### src/rtl/apb4_master_bridge.sv
// APB4 requester bridge: turns simple transfer requests into APB4 SETUP/ACCESS
// transfers on one of NUM_SLAVES slaves, with address decode and a wait-state timeout.
module apb4_master_bridge #(
    parameter int ADDR_WIDTH = 32,
    parameter int DATA_WIDTH = 32,
    parameter int NUM_SLAVES = 4,
    parameter int TIMEOUT    = 16
) (
    input  logic                             PCLK,
    input  logic                             PRESETn,
    input  logic                             transfer,
    output logic                             ack,
    input  logic                             SWRITE,
    input  logic [ADDR_WIDTH-1:0]            SADDR,
    input  logic [DATA_WIDTH-1:0]            SWDATA,
    input  logic [DATA_WIDTH/8-1:0]          SSTRB,
    input  logic [2:0]                       SPROT,
    output logic [NUM_SLAVES-1:0]            PSEL,
    output logic                             PENABLE,
    output logic                             PWRITE,
    output logic [ADDR_WIDTH-1:0]            PADDR,
    output logic [DATA_WIDTH-1:0]            PWDATA,
    output logic [DATA_WIDTH/8-1:0]          PSTRB,
    output logic [2:0]                       PPROT,
    input  logic [NUM_SLAVES-1:0]            PREADY,
    input  logic [NUM_SLAVES-1:0]            PSLVERR,
    input  logic [NUM_SLAVES*DATA_WIDTH-1:0] PRDATA,
    output logic                             done,
    output logic [DATA_WIDTH-1:0]            RDATA,
    output logic                             SLVERR,
    output logic                             TOUT,
    output logic                             busy
);

    localparam int STRB_W = DATA_WIDTH / 8;
    localparam int SEL_W  = (NUM_SLAVES > 1) ? $clog2(NUM_SLAVES) : 1;
    localparam logic [SEL_W:0] NUM_S    = (SEL_W + 1)'(NUM_SLAVES);
    localparam logic [7:0]     TOUT_LIM = 8'(TIMEOUT);

    localparam logic [1:0] ST_IDLE   = 2'd0;
    localparam logic [1:0] ST_SETUP  = 2'd1;
    localparam logic [1:0] ST_ACCESS = 2'd2;
    localparam logic [1:0] ST_DERR   = 2'd3;

    logic [1:0]            state, state_nxt;
    logic [SEL_W-1:0]      idx_q, req_idx;
    logic                  req_miss;
    logic                  write_q;
    logic [ADDR_WIDTH-1:0] addr_q;
    logic [DATA_WIDTH-1:0] wdata_q;
    logic [STRB_W-1:0]     strb_q;
    logic [2:0]            prot_q;
    logic [7:0]            wait_cnt;

    logic                  in_access;
    logic                  sel_ready, sel_err;
    logic [DATA_WIDTH-1:0] sel_rdata;
    logic                  timeout_hit;
    logic                  completing;

    // Slave index comes from the top address bits; indices past the last slave miss.
    always_comb begin
        req_idx  = (NUM_SLAVES == 1) ? '0 : SADDR[ADDR_WIDTH-1 -: SEL_W];
        req_miss = ({1'b0, req_idx} >= NUM_S);
    end

    // NOTE: every combinational output gets a default before the loop, so no latch is inferred.
    always_comb begin
        sel_ready = 1'b0;
        sel_err   = 1'b0;
        sel_rdata = '0;
        for (int i = 0; i < NUM_SLAVES; i++) begin
            if (idx_q == SEL_W'(i)) begin
                sel_ready = PREADY[i];
                sel_err   = PSLVERR[i];
                sel_rdata = PRDATA[i*DATA_WIDTH +: DATA_WIDTH];
            end
        end
    end

    assign in_access   = (state == ST_ACCESS);
    assign timeout_hit = (TIMEOUT != 0) && in_access && !sel_ready && (wait_cnt == TOUT_LIM);
    assign completing  = in_access && (sel_ready || timeout_hit);
    assign ack         = PRESETn && transfer && ((state == ST_IDLE) || completing);

    always_comb begin
        state_nxt = state;
        case (state)
            ST_IDLE:   if (ack) state_nxt = req_miss ? ST_DERR : ST_SETUP;
            ST_SETUP:  state_nxt = ST_ACCESS;
            ST_ACCESS: begin
                // A request waiting at completion is taken without an IDLE bubble.
                if (completing) begin
                    if (ack) state_nxt = req_miss ? ST_DERR : ST_SETUP;
                    else     state_nxt = ST_IDLE;
                end
            end
            default:   state_nxt = ST_IDLE;
        endcase
    end

    // NOTE: sequential state uses non-blocking assignments only, so every flop samples pre-edge values.
    always_ff @(posedge PCLK or negedge PRESETn) begin
        if (!PRESETn) begin
            state    <= ST_IDLE;
            // NOTE: captured request fields drive bus outputs directly, so they are reset too.
            idx_q    <= '0;
            write_q  <= 1'b0;
            addr_q   <= '0;
            wdata_q  <= '0;
            strb_q   <= '0;
            prot_q   <= '0;
            wait_cnt <= '0;
            done     <= 1'b0;
            RDATA    <= '0;
            SLVERR   <= 1'b0;
            TOUT     <= 1'b0;
        end else begin
            state <= state_nxt;
            if (ack) begin
                idx_q   <= req_idx;
                write_q <= SWRITE;
                addr_q  <= SADDR;
                wdata_q <= SWDATA;
                strb_q  <= SSTRB;
                prot_q  <= SPROT;
            end

            if (state == ST_SETUP)
                wait_cnt <= 8'd1;
            else if (in_access && !completing)
                wait_cnt <= wait_cnt + 8'd1;

            done <= completing || (state == ST_DERR);
            if (completing) begin
                RDATA  <= write_q ? '0 : sel_rdata;
                SLVERR <= (sel_ready && sel_err) || timeout_hit;
                TOUT   <= timeout_hit;
            end else if (state == ST_DERR) begin
                RDATA  <= '0;
                SLVERR <= 1'b1;
                TOUT   <= 1'b0;
            end
        end
    end

    assign busy = (state == ST_SETUP) || in_access;

    always_comb begin
        PSEL = '0;
        for (int i = 0; i < NUM_SLAVES; i++)
            PSEL[i] = busy && (idx_q == SEL_W'(i));
    end

    // Data and strobes are forced to zero on reads; everything is zero outside a transfer.
    assign PENABLE = in_access;
    assign PWRITE  = busy && write_q;
    assign PADDR   = busy ? addr_q : '0;
    assign PWDATA  = (busy && write_q) ? wdata_q : '0;
    assign PSTRB   = (busy && write_q) ? strb_q : '0;
    assign PPROT   = busy ? prot_q : '0;

endmodule
### config.mk
export PLATFORM = sky130hd
export DESIGN_NAME = apb4_master_bridge
export DESIGN_NICKNAME = d
export VERILOG_FILES = /design/src/rtl/apb4_master_bridge.sv
export SDC_FILE = /design/constraint.sdc
export NUM_CORES = 1
export LEC_CHECK = 0
export CAP_MARGIN = 30
export CORE_ASPECT_RATIO = 1.4
export CORE_MARGIN = 2
export CORE_UTILIZATION = 46
export DETAILED_ROUTE_END_ITERATION = 8
export HOLD_SLACK_MARGIN = 0.06
export PLACE_DENSITY = 0.89
export SLEW_MARGIN = 20
export SYNTH_ARGS = -nofsm -noshare
export SYNTH_HDL_FRONTEND = slang
export SYNTH_SLANG_ARGS = --single-unit
### constraint.sdc
create_clock -name PCLK -period 5.31 [get_ports PCLK]
set_input_delay 1.593 -clock PCLK [delete_from_list [all_inputs] [get_ports PCLK]]
set_output_delay 1.593 -clock PCLK [all_outputs]
set_load 0.005 [all_outputs]
======== Yosys cells after proc, flatten, opt, wreduce, memory -nomap -nowiden ========
Cells that the tools add are included.
word-level totals
  register bits after elaboration ......... 119
  input bits .............................. 211
  output and inout port bits .............. 114
  word-level logic and storage cells ...... 75
operators by class
  add/sub/neg operators ................... 1
  equality and inequality tests ........... 9
  mux-type cells .......................... 29
  reductions and logical operators ........ 24
operators by type and width
  cell                                                    count
  2-to-1 mux 32 bit                                       9
  2-to-1 mux 8 bit                                        2
  2-to-1 mux 1 bit                                        13
  logical AND 1 bit                                       12
  adder 8 x 1 -> 8 bit (second input constant)            1
  equality test 2 bit (second input constant)             4
  equality test 8 x 5 -> 1 bit (second input constant)    1
  case mux 2 bit (3 select lines)                         1
  logical OR 1 bit                                        5
  equality test 2 x 1 -> 1 bit (second input constant)    2
  zero test 2 bit                                         2
  2-to-1 mux 2 bit                                        2
  2-to-1 mux 4 bit                                        1
  nonzero test 2 bit                                      2
  2-to-1 mux 3 bit                                        1
  zero test 1 bit                                         2
  inequality test 2 x 1 -> 1 bit (second input constant)  1
  inequality test 2 bit (second input constant)           1
  AND reduction 2 bit                                     1

======== Logic depth before layout (Yosys ltp) ========
  depth in word-level cells ............... 15
  mapped depth ............................ 8
  mapped depth without buffers ............ 7

======== Worst setup path after synthesis ========
No wires, ideal clock.
  kind .................................... input to output
  from .................................... input port PREADY[3]
  to ...................................... output port ack
  data arrival time ....................... 2.629 ns
  required time ........................... 3.717 ns
  path slack .............................. 1.088 ns
  stages .................................. 5
  cell sequence ........................... mux4_2 > buf_2 > a21o_1 > a21oi_1 > nor2_1
on the way
  word-level cells in the longest chain between the ends .. 8
ends and longest elaborated chain
  element                         line  RTL
  start, declared                 25    input logic [NUM_SLAVES-1:0] PREADY,
  2-to-1 mux 1 bit *              73    if (idx_q == SEL_W'(i)) begin
  zero test 1 bit                 82    assign timeout_hit = (TIMEOUT != 0) && in_access && !sel_ready && (wait_cnt == TOUT_LIM);
  logical AND 1 bit (2 in a row)  82
  logical OR 1 bit *              83    assign completing = in_access && (sel_ready || timeout_hit);
  logical AND 1 bit *             83
  logical OR 1 bit *              84    assign ack = PRESETn && transfer && ((state == ST_IDLE) || completing);
  logical AND 1 bit *             84
  end, declared                   12    output logic ack,
Every way passes the cells marked *; elsewhere a longest branch is shown, timed or not.

======== Final worst setup path ========
  from .................................... input port PREADY[1]
  to ...................................... output port ack
on the way
  word-level cells in the longest chain between the ends .. 10
ends and longest elaborated chain
  element                          line
  2-to-1 mux 1 bit * (3 in a row)  73
  zero test 1 bit                  82
  logical AND 1 bit (2 in a row)   82
  logical OR 1 bit *               83
  logical AND 1 bit *              83
  logical OR 1 bit *               84
  logical AND 1 bit *              84
Marks and branches as above.

==> impl_metrics.yaml <==
timing:
  slew_violations: 0
  period_share_pct: 93.4
  fmax_ghz: 0.202
  hold_viol: 0
  worst_slack_ns: 0.350
  setup_viol: 0
  slew_headroom_pct: 35.7
  hold_slack_ns: 0.505
  period_needed_ns: 4.96
  fin_setup_tns_ns: 0
  rsz0062_at_grt: "false"
  skew_ns: 0.0134
  worst_slew_pin_slew_ns: 0.962
clocking:
  max-clock-path-buffers: 2
  cts_num_sinks: 117
  numCtsBuffers: 17
  cts_tree: "built"
  hold_buffers: 0
  cts_resized: 0
  post_cts_buffers: 0
  htreeDepth: 4
  clk_pin_slew_ns: 0.06
  cts_root_buf: "clkbuf_16"
  clk_latency_ns: 0.41
yosys:
  yosys_warnings: 0
  yosysTopAreaCellShare_pct: 41.2
  syn-num-nets: 901
  synth_area_leaders: "dfrtp_1, mux4_2, o211ai_1, a22oi_1, nand3b_1"
  synth_area_mm2: 0.00710
  async_flop_share_pct: 100
  ys_ff_latch: 117
  netlist_instances: 683
  ys_types: 38
  synth_edf_count: 0
  ys_seq_area_share_pct: 41.2
  yosys.area.top_type: "dfrtp_1"
  avgSynthCellArea_um2: 10.4
  ys.flop_type: "dfrtp_1"
critical_path:
  crit_path_max_incr_delay_ns: 0.48
  reg2reg_depth: 7
  cp_max_fo: 2
  cpMaxStageDelayCell: "mux4_2"
  crit_required_ns: 3.72
  worstSetupPathType: "in2out"
  crit_chain: "clkdlybuf4s50_1 > mux4_2 > a21o_1 > a21oi_1 > nor2_1 > clkdlybuf4s50_1"
  cp.arrival_ns: 3.37
  cp-end-kind: "primary output"
  startpoint_type: "input port"
  cpMostUsedCell: "clkdlybuf4s50_1"
placed_design:
  portBuffers: 324
  dpl_cell_area_mm2: 0.0104
  dpl_worst_slack_ns: 0.364
  dp_hpwl_um: 17200
  gp_congestion: 0.822
  placed_cells: 1139
cells_and_area:
  stdcell_count: 1175
  syn_to_final_growth_pct: 55.3
  finish.utilization_pct: 73.3
  drive_above_1_share_pct: 9.40
  final_common_cell: "clkdlybuf4s50_1"
  stdcell_area_mm2: 0.0110
  layout.nets: 1184
  mostFrequentLayoutCells: "clkdlybuf4s50_1, dfrtp_1, nand2_1, o211ai_1"
floorplan:
  die_h_um: 151
  coreArea_mm2: 0.0151
  die_area_mm2: 0.0165
  die_x_um: 109
  row_count: 53
  pin_count: 325
  start_util_pct: 47.2
power:
  ir_drop_mv: 0.430
  powerDensity_mw_per_mm2: 536
  cellLeakagePower_nw: 4.19
  power_mw: 5.91
min_path:
  hold_depth: 1
  worstHoldPathType: "reg2reg"
detailed_routing:
  drt-total-wl_um: 24700
  detail_route.vias_per_cell: 6.00
  first_pass_iters: 6
  wl_per_cell_um: 21.0
  drtIter0Drc: 481
  ant_nets: 0
  drc: 0
  vias: 7047
status:
  status: "complete, no violations"
global_routing:
  antenna_found_initial: 4
  grt_pass1_wl_um: 37100
  overflow: 0
  grt_use_total_pct: 29.2
  grt_max_degree: 145
  grt_pass1_vias: 7053
flow_run:
  maxCapViolCount: 0
## layer usage
metal  track usage [%]  share of wire (%)  up-vias
met3              10.4                 10       53
met5                 0                  0        -
met4              15.3                3.0        0
li1                  -                  -     3167
met2              48.4                 52      383
met1              32.7                 34     3444
## registers in the layout, indices dropped and copies added, names as in the netlist
signal and flops:
RDATA 32, SLVERR 1, TOUT 1, addr_q 30, done 1, idx_q 2, prot_q 3, state 2
strb_q 4, wait_cnt 8, wdata_q 32, write_q 1
## cells by family (layout without fill, tap and decap cells)
family | Yosys count | after routing | synth area share (%)
and+or+nand+nor | 247 | 247 | 20.2
AOI/OAI and AO/OA | 188 | 188 | 20.6
DFF | 117 | 117 | 41.2
buffers and inverters | 81 | 377 | 4.77
muxes | 36 | 36 | 11.1
adders and majority gates | 7 | 7 | 1.23
xor gates and xnor gates | 7 | 7 | 0.863
other | 0 | 4 | 0
## cells in the mapped netlist, drive strengths merged, types with 5 or more instances
cell type,n
and3,38
inv,7
nor2,9
nand3b,72
buf,19
a22oi,72
nand2,78
clkbuf,55
mux4,34
and2,36
ha,7
dfrtp,117
o211ai,73
a22o,32
xnor2,7
a21oi,5
## final cells by class
| class | instances | area, um2 |
|---|---|---|
| Multi-Input combinational cell | 485 | 3860 |
| Sequential cell | 117 | 2930 |
| Antenna cell | 4 | 10.0 |
| Inverter | 7 | 26.3 |
| Tap cell | 192 | 240 |
| Fill cell | 1074 | 4020 |
| Clock inverter | 14 | 154 |
| Clock buffer | 18 | 429 |
| Timing Repair Buffer | 338 | 3380 |
## critical path: cells and delay by family
kind	cells	cell delay (ns)
muxes	1	0.48
buffers and inverters	2	0.87
AOI/OAI and AO/OA	2	0.36
and+or+nand+nor	1	0.05
## path summary, 6_finish.rpt
kind	startpoint	to	slack, ns
worst min register to register	RDATA[6]	RDATA[6]	0.50
worst max register to register	state[0]	wdata_q[28]	2.69
worst max-delay path	PREADY[1]	ack	0.35
min in group asynchronous	PRESETn	RDATA[21]	1.05
max in group asynchronous	PRESETn	wdata_q[24]	3.20
worst min-delay path	RDATA[6]	RDATA[6]	0.50
## power by group
| group | internal [mW] | switching (mW) | total (mW) |
|---|---|---|---|
| combinational | 1.77 | 1.42 | 3.19 |
| clock | 0.694 | 0.434 | 1.13 |
| sequential | 1.28 | 0.306 | 1.59 |
Power figures use the tool's default switching activity.
==> variant 1 (same settings) <==
Put one more register stage on the output `SLVERR`, with the module's reset. The value now appears one clock later. The other outputs are not delayed to match.
--- a/src/rtl/apb4_master_bridge.sv
+++ b/src/rtl/apb4_master_bridge.sv
@@ -41,6 +41,8 @@
     localparam logic [1:0] ST_SETUP  = 2'd1;
     localparam logic [1:0] ST_ACCESS = 2'd2;
     localparam logic [1:0] ST_DERR   = 2'd3;
+
+    logic SLVERR_s0;
 
     logic [1:0]            state, state_nxt;
     logic [SEL_W-1:0]      idx_q, req_idx;
@@ -113,7 +115,7 @@
             wait_cnt <= '0;
             done     <= 1'b0;
             RDATA    <= '0;
-            SLVERR   <= 1'b0;
+            SLVERR_s0 <= 1'b0;
             TOUT     <= 1'b0;
         end else begin
             state <= state_nxt;
@@ -134,11 +136,11 @@
             done <= completing || (state == ST_DERR);
             if (completing) begin
                 RDATA  <= write_q ? '0 : sel_rdata;
-                SLVERR <= (sel_ready && sel_err) || timeout_hit;
+                SLVERR_s0 <= (sel_ready && sel_err) || timeout_hit;
                 TOUT   <= timeout_hit;
             end else if (state == ST_DERR) begin
                 RDATA  <= '0;
-                SLVERR <= 1'b1;
+                SLVERR_s0 <= 1'b1;
                 TOUT   <= 1'b0;
             end
         end
@@ -160,4 +162,12 @@
     assign PSTRB   = (busy && write_q) ? strb_q : '0;
     assign PPROT   = busy ? prot_q : '0;
 
+    always_ff @(posedge PCLK or negedge PRESETn) begin
+        if (!PRESETn) begin
+            SLVERR <= '0;
+        end else begin
+            SLVERR <= SLVERR_s0;
+        end
+    end
+
 endmodule
Function: changed (Yosys sat finds a counterexample within 4 cycles, from zero or initial values and one cycle with PRESETn low).
==> variant 1 against the original RTL <==
- wire length increased by 8.5%
- sequential cell count up 1
- clock skew about the same
- total power fell by 1.5%
- cell area is 0.37% higher
- clock power down 4%
- utilization hardly changed
- final cell count is essentially flat
- hold slack worse by 92 ps
- synthesized area is 0.63% higher
- largest power group unchanged
- critical path depth shrank 1
- setup slack worse by 87 ps
==> variant 1: results (changes against the original RTL) <==
| Metric | Value |
|---|---|
| Slowest-stage cell, CP | `mux4_2` |
| DP Worst Slack | `329 ps (-35.6 ps)` |
| Cell Area, Placed | `10500 um2 (+0.49%)` |
| Post-synthesis cell type count | `39 (+2.6%)` |
| Placed Cells | `1142 (+0.26%)` |
| Final HPWL DP | `18100 um (+5.6%)` |
| LEAKAGE | `4.32 nW (+3.0%)` |
| Slowest stage delay, CP | `540 ps (+60 ps)` |
| Routed Wire Length | `26800 um (+8.5%)` |
| Register Area | `2960 um2 (+0.90%)` |
| Compound-Gate Fraction of Synth Area | `20.7% (+0.063 points)` |
| Register area share after synthesis | `41.3% (+0.090 points)` |
| Antenna violations before repair | `1 (-3)` |
| Critical Path AT | `3450 ps (+80 ps)` |
| Most frequent cells after synthesis | `dfrtp_1 (118), nand2_1 (77), nand3b_1 (73), o211ai_1 (73), a22oi_1 (72)` |
| Layout cell share with drive strength beyond 1 | `9.66% (+0.27 points)` |
| DRT iter0 DRCs | `597 (+24%)` |
| Pre-antenna DRT Iters | `7 (+1)` |
| Post-Synthesis Cells | `685 (+0.29%)` |
| Syn Nets | `903 (+0.22%)` |
| Routed len/inst | `22.8 um (+8.4%)` |
| Final GP Congestion | `0.822 (about the same)` |
| Largest net degree at the start of global routing | `145 (unchanged)` |
| Final #Nets | `1188 (+0.34%)` |
| Maximum VDD drop | `0.498 mV (+16%)` |
| Synth area leaders | `dfrtp_1 (41%), mux4_2 (11%), nand3b_1 (7.7%)` |
| Critical Path Fanout Max | `2 (unchanged)` |
| Worst-Skew Late Latency | `410 ps (about the same)` |
| Least-Margin Pin Slew | `844 ps (-119 ps)` |
| Vias | `7162 (+1.6%)` |
| XOR/XNOR share of the synthesized area | `0.613% (-0.25 points)` |
| Status | `finished clean` |
| Gr usage total | `31.7% (+2.5 points)` |
| First-pass GRT wire length | `40100 um (+8.2%)` |
| Residual DRC | `0 (unchanged)` |
| Post-synthesis adder-cell area fraction | `1.23% (-0.0078 points)` |
| Clock skew | `13.7 ps (+0.244 ps)` |
| Clk root buf | `clkbuf_16` |
| Mux cell area share after synthesis | `11.0% (-0.070 points)` |
| Predominant post-synthesis flop cell | `dfrtp_1` |
## variant 1: cell types whose count changed in the layout (fill, tap and decap cells not counted), moves of 2 or more
cell,change
nor4_1,-2
clkinv_2,+2
nor4b_2,+2
diode_2,-3
o21ai_0,+3
or3_1,+2
clkinv_4,-2
nor2_1,-3
xnor2_1,-2
inv_6,-2
nand3_1,+3
## variant 1: logic make-up (layout without fill, tap and decap cells)
group / after synthesis / after routing
simple gates: 247 / 247
xor+xnor: 5 / 5
compound gates: 191 / 191
mux: 36 / 36
other cells: 0 / 1
fa+ha+maj: 7 / 7
buf+inv: 81 / 379
flops: 118 / 118
## variant 1: final cells by class
class	instances	area share [%]
timing repair buffer	341	31.0
tap	192	2.17
antenna	1	0.0226
inverter	6	0.203
clock buffer	20	4.03
clock inverter	12	0.960
sequential	118	26.7
multi-input combinational	486	34.9
## variant 1: worst register-to-register path: cells and delay by family, from the launching register on
kind | cells | cell delay, ps
and+or+nand+nor | 1 | 370
buffers and inverters | 2 | 620
muxes | 1 | 620
AOI/OAI and AO/OA | 2 | 340
DFF | 1 | 640
## variant 1: routing by layer
metal  GRT usage, %  part of all wire [%]  routed length (um)  vias to the layer above
li1               -                     -                   -                     3183
met4           14.4                   4.1                1100                        0
met2           53.4                    51               13700                      371
met5              0                     0                   0                        -
met1           36.9                    35                9490                     3549
met3           9.62                   9.6                2560                       59
## variant 1: report_power, final
group / switching [mW] / internal [mW]
clock network: 0.427 / 0.653
registers: 0.352 / 1.27
logic: 1.41 / 1.71
total: 2.19 / 3.63
## variant 1: path summary, 6_finish.rpt
check,depth (start not counted),from,endpoint,slack [ps]
worst max-delay path,5,PREADY[3],ack,260
worst min-delay path,0,SLVERR_s0$_DFFE_PN0P_,SLVERR$_DFF_PN0_,410
worst max register to register,6,idx_q[0]$_DFFE_PN0P_,addr_q[4]$_DFFE_PN0P_,2630
worst min register to register,0,SLVERR_s0$_DFFE_PN0P_,SLVERR$_DFF_PN0_,410
max in group asynchronous,4,PRESETn,idx_q[1]$_DFFE_PN0P_,2800
min in group asynchronous,2,PRESETn,strb_q[0]$_DFFE_PN0P_,1400
==> variant 2 (same flow settings) <==
Without the edit above. The parameter `DATA_WIDTH` goes from 32 to 40.
--- a/src/rtl/apb4_master_bridge.sv
+++ b/src/rtl/apb4_master_bridge.sv
@@ -2,7 +2,7 @@
 // transfers on one of NUM_SLAVES slaves, with address decode and a wait-state timeout.
 module apb4_master_bridge #(
     parameter int ADDR_WIDTH = 32,
-    parameter int DATA_WIDTH = 32,
+    parameter int DATA_WIDTH = 40,
     parameter int NUM_SLAVES = 4,
     parameter int TIMEOUT    = 16
 ) (
Interface: changed (6 resized); port bits go from 325 to 383. No check against the original RTL was run, so the function may have changed too.
==> variant 2 against the original RTL <==
- setup slack got worse by 55 ps
- sequential share of layout area shrank 0.11 points
- wire length up 33%
- clock power up 9.7%
- sequential cell count rose by 17
- cell area is 15% higher
- synthesized area up 14%
- largest power group unchanged
- total power is 15% higher
==> variant 2: results (changes against the original RTL) <==
| Metric | Value |
|---|---|
| Status | `finished clean` |
| Critical Path Source | `PREADY[2]` |
| Maximum VDD drop | `0.372 mV (-14%)` |
| Met1 usage | `40.1% (+7.3 points)` |
| Final HPWL DP | `23000 um (+34%)` |
| Syn Area/Cell | `10.5 um2 (+1.1%)` |
| Pre-antenna DRT Iters | `7 (+1)` |
| XOR/XNOR share of the synthesized area | `0.754% (-0.11 points)` |
| Hold_ws | `505 ps (+0.626 ps)` |
| Min-delay src | `RDATA[26]$_DFFE_PN0P_` |
| Slowest stage delay, CP | `510 ps (+30 ps)` |
| Synth area leaders | `dfrtp_1 (41%), mux4_2 (12%), o211ai_1 (7.6%)` |
| Antenna violations before repair | `8 (+4)` |
| Vias per std cell | `6.17 (+2.8%)` |
| Syn Nets | `1032 (+15%)` |
| Largest net degree at the start of global routing | `89 (-39%)` |
| DRT iter0 DRCs | `798 (+66%)` |
| First-pass GRT wire length | `48700 um (+31%)` |
| Top-area cell type share of the netlist area | `41.2% (about the same)` |
| Compound-Gate Fraction of Synth Area | `20.5% (-0.078 points)` |
| DP Worst Slack | `303 ps (-61.4 ps)` |
| Post-CTS sizing | `0 (unchanged)` |
| R2R Setup Slk | `2420 ps (-270 ps)` |
| Gr usage total | `34.2% (+5.0 points)` |
| Number of I/O port buffers | `382 (+18%)` |
| Mux cell area share after synthesis | `11.9% (+0.82 points)` |
| Register area share after synthesis | `41.2% (about the same)` |
| Final Non-Filler Cells | `1363 (+16%)` |
| Reg2reg end | `wdata_q[20]$_DFFE_PN0P_` |
| Post-route setup slack | `295 ps (-55.1 ps)` |
| Rel. slew slack | `37.8% (+2.1 points)` |
| Post-synthesis cell type count | `37 (-2.6%)` |
| Regs by FF count | `RDATA: 40 flops, wdata_q: 40 flops, addr_q: 30 flops` |
| LEAKAGE | `4.82 nW (+15%)` |
| Comb pwr | `3.75 mW (+18%)` |
| Final GP Congestion | `0.919 (+12%)` |
| Layout cell share with drive strength beyond 1 | `9.38% (-0.022 points)` |
| M2 GR Usage | `53.1% (+4.6 points)` |
| Placed Cells | `1323 (+16%)` |
| M3 GR Usage | `14.5% (+4.1 points)` |
| Number of global-route vias before repair | `8435 (+20%)` |
| # H-tree levels | `4 (unchanged)` |
| Clock skew | `12.7 ps (-0.754 ps)` |
| Post-synthesis adder-cell area fraction | `1.08% (-0.16 points)` |
| Switching fraction of total power | `37.7% (+1.1 points)` |
| Most frequent cells after synthesis | `dfrtp_1 (134), nand2_1 (87), o211ai_1 (82), a22oi_1 (81), nand3b_1 (81)` |
## variant 2: cell count changes in the layout (fill, tap and decap cells not counted), sizes merged, moves of 5 or more
cell           delta
a22oi             +9
nand2             +9
mux4              +8
clkdlybuf4s50    +58
nand3b            +9
buf               +5
a22o              +8
o211ai            +9
and3              +9
dfrtp            +17
## variant 2: final cells by class
type                    count  area, um2  area share, %
diodes                      7       17.5          0.138
clock buffers              19        433           3.41
clock inverters            13        173           1.36
inverters                   7       26.3          0.207
multi-input cells         546       4400           34.7
flip-flops and latches    134       3360           26.4
well taps                 236        295           2.32
repair buffers            401       4000           31.5
## variant 2: routing by layer
| metal | vias to the layer above | share of wire, % |
|---|---|---|
| met3 | 106 | 12 |
| met5 | - | 0.067 |
| met2 | 472 | 48 |
| li1 | 3636 | - |
| met1 | 4188 | 36 |
| met4 | 4 | 4.9 |
## variant 2: per-stage QoR
step	area, um2	power [mW]
finish	12700	6.82
CTS	12700	6.80
global route	12700	7.19
global placement	12100	5.42
detailed placement	12100	5.53
floorplan	8130	3.84
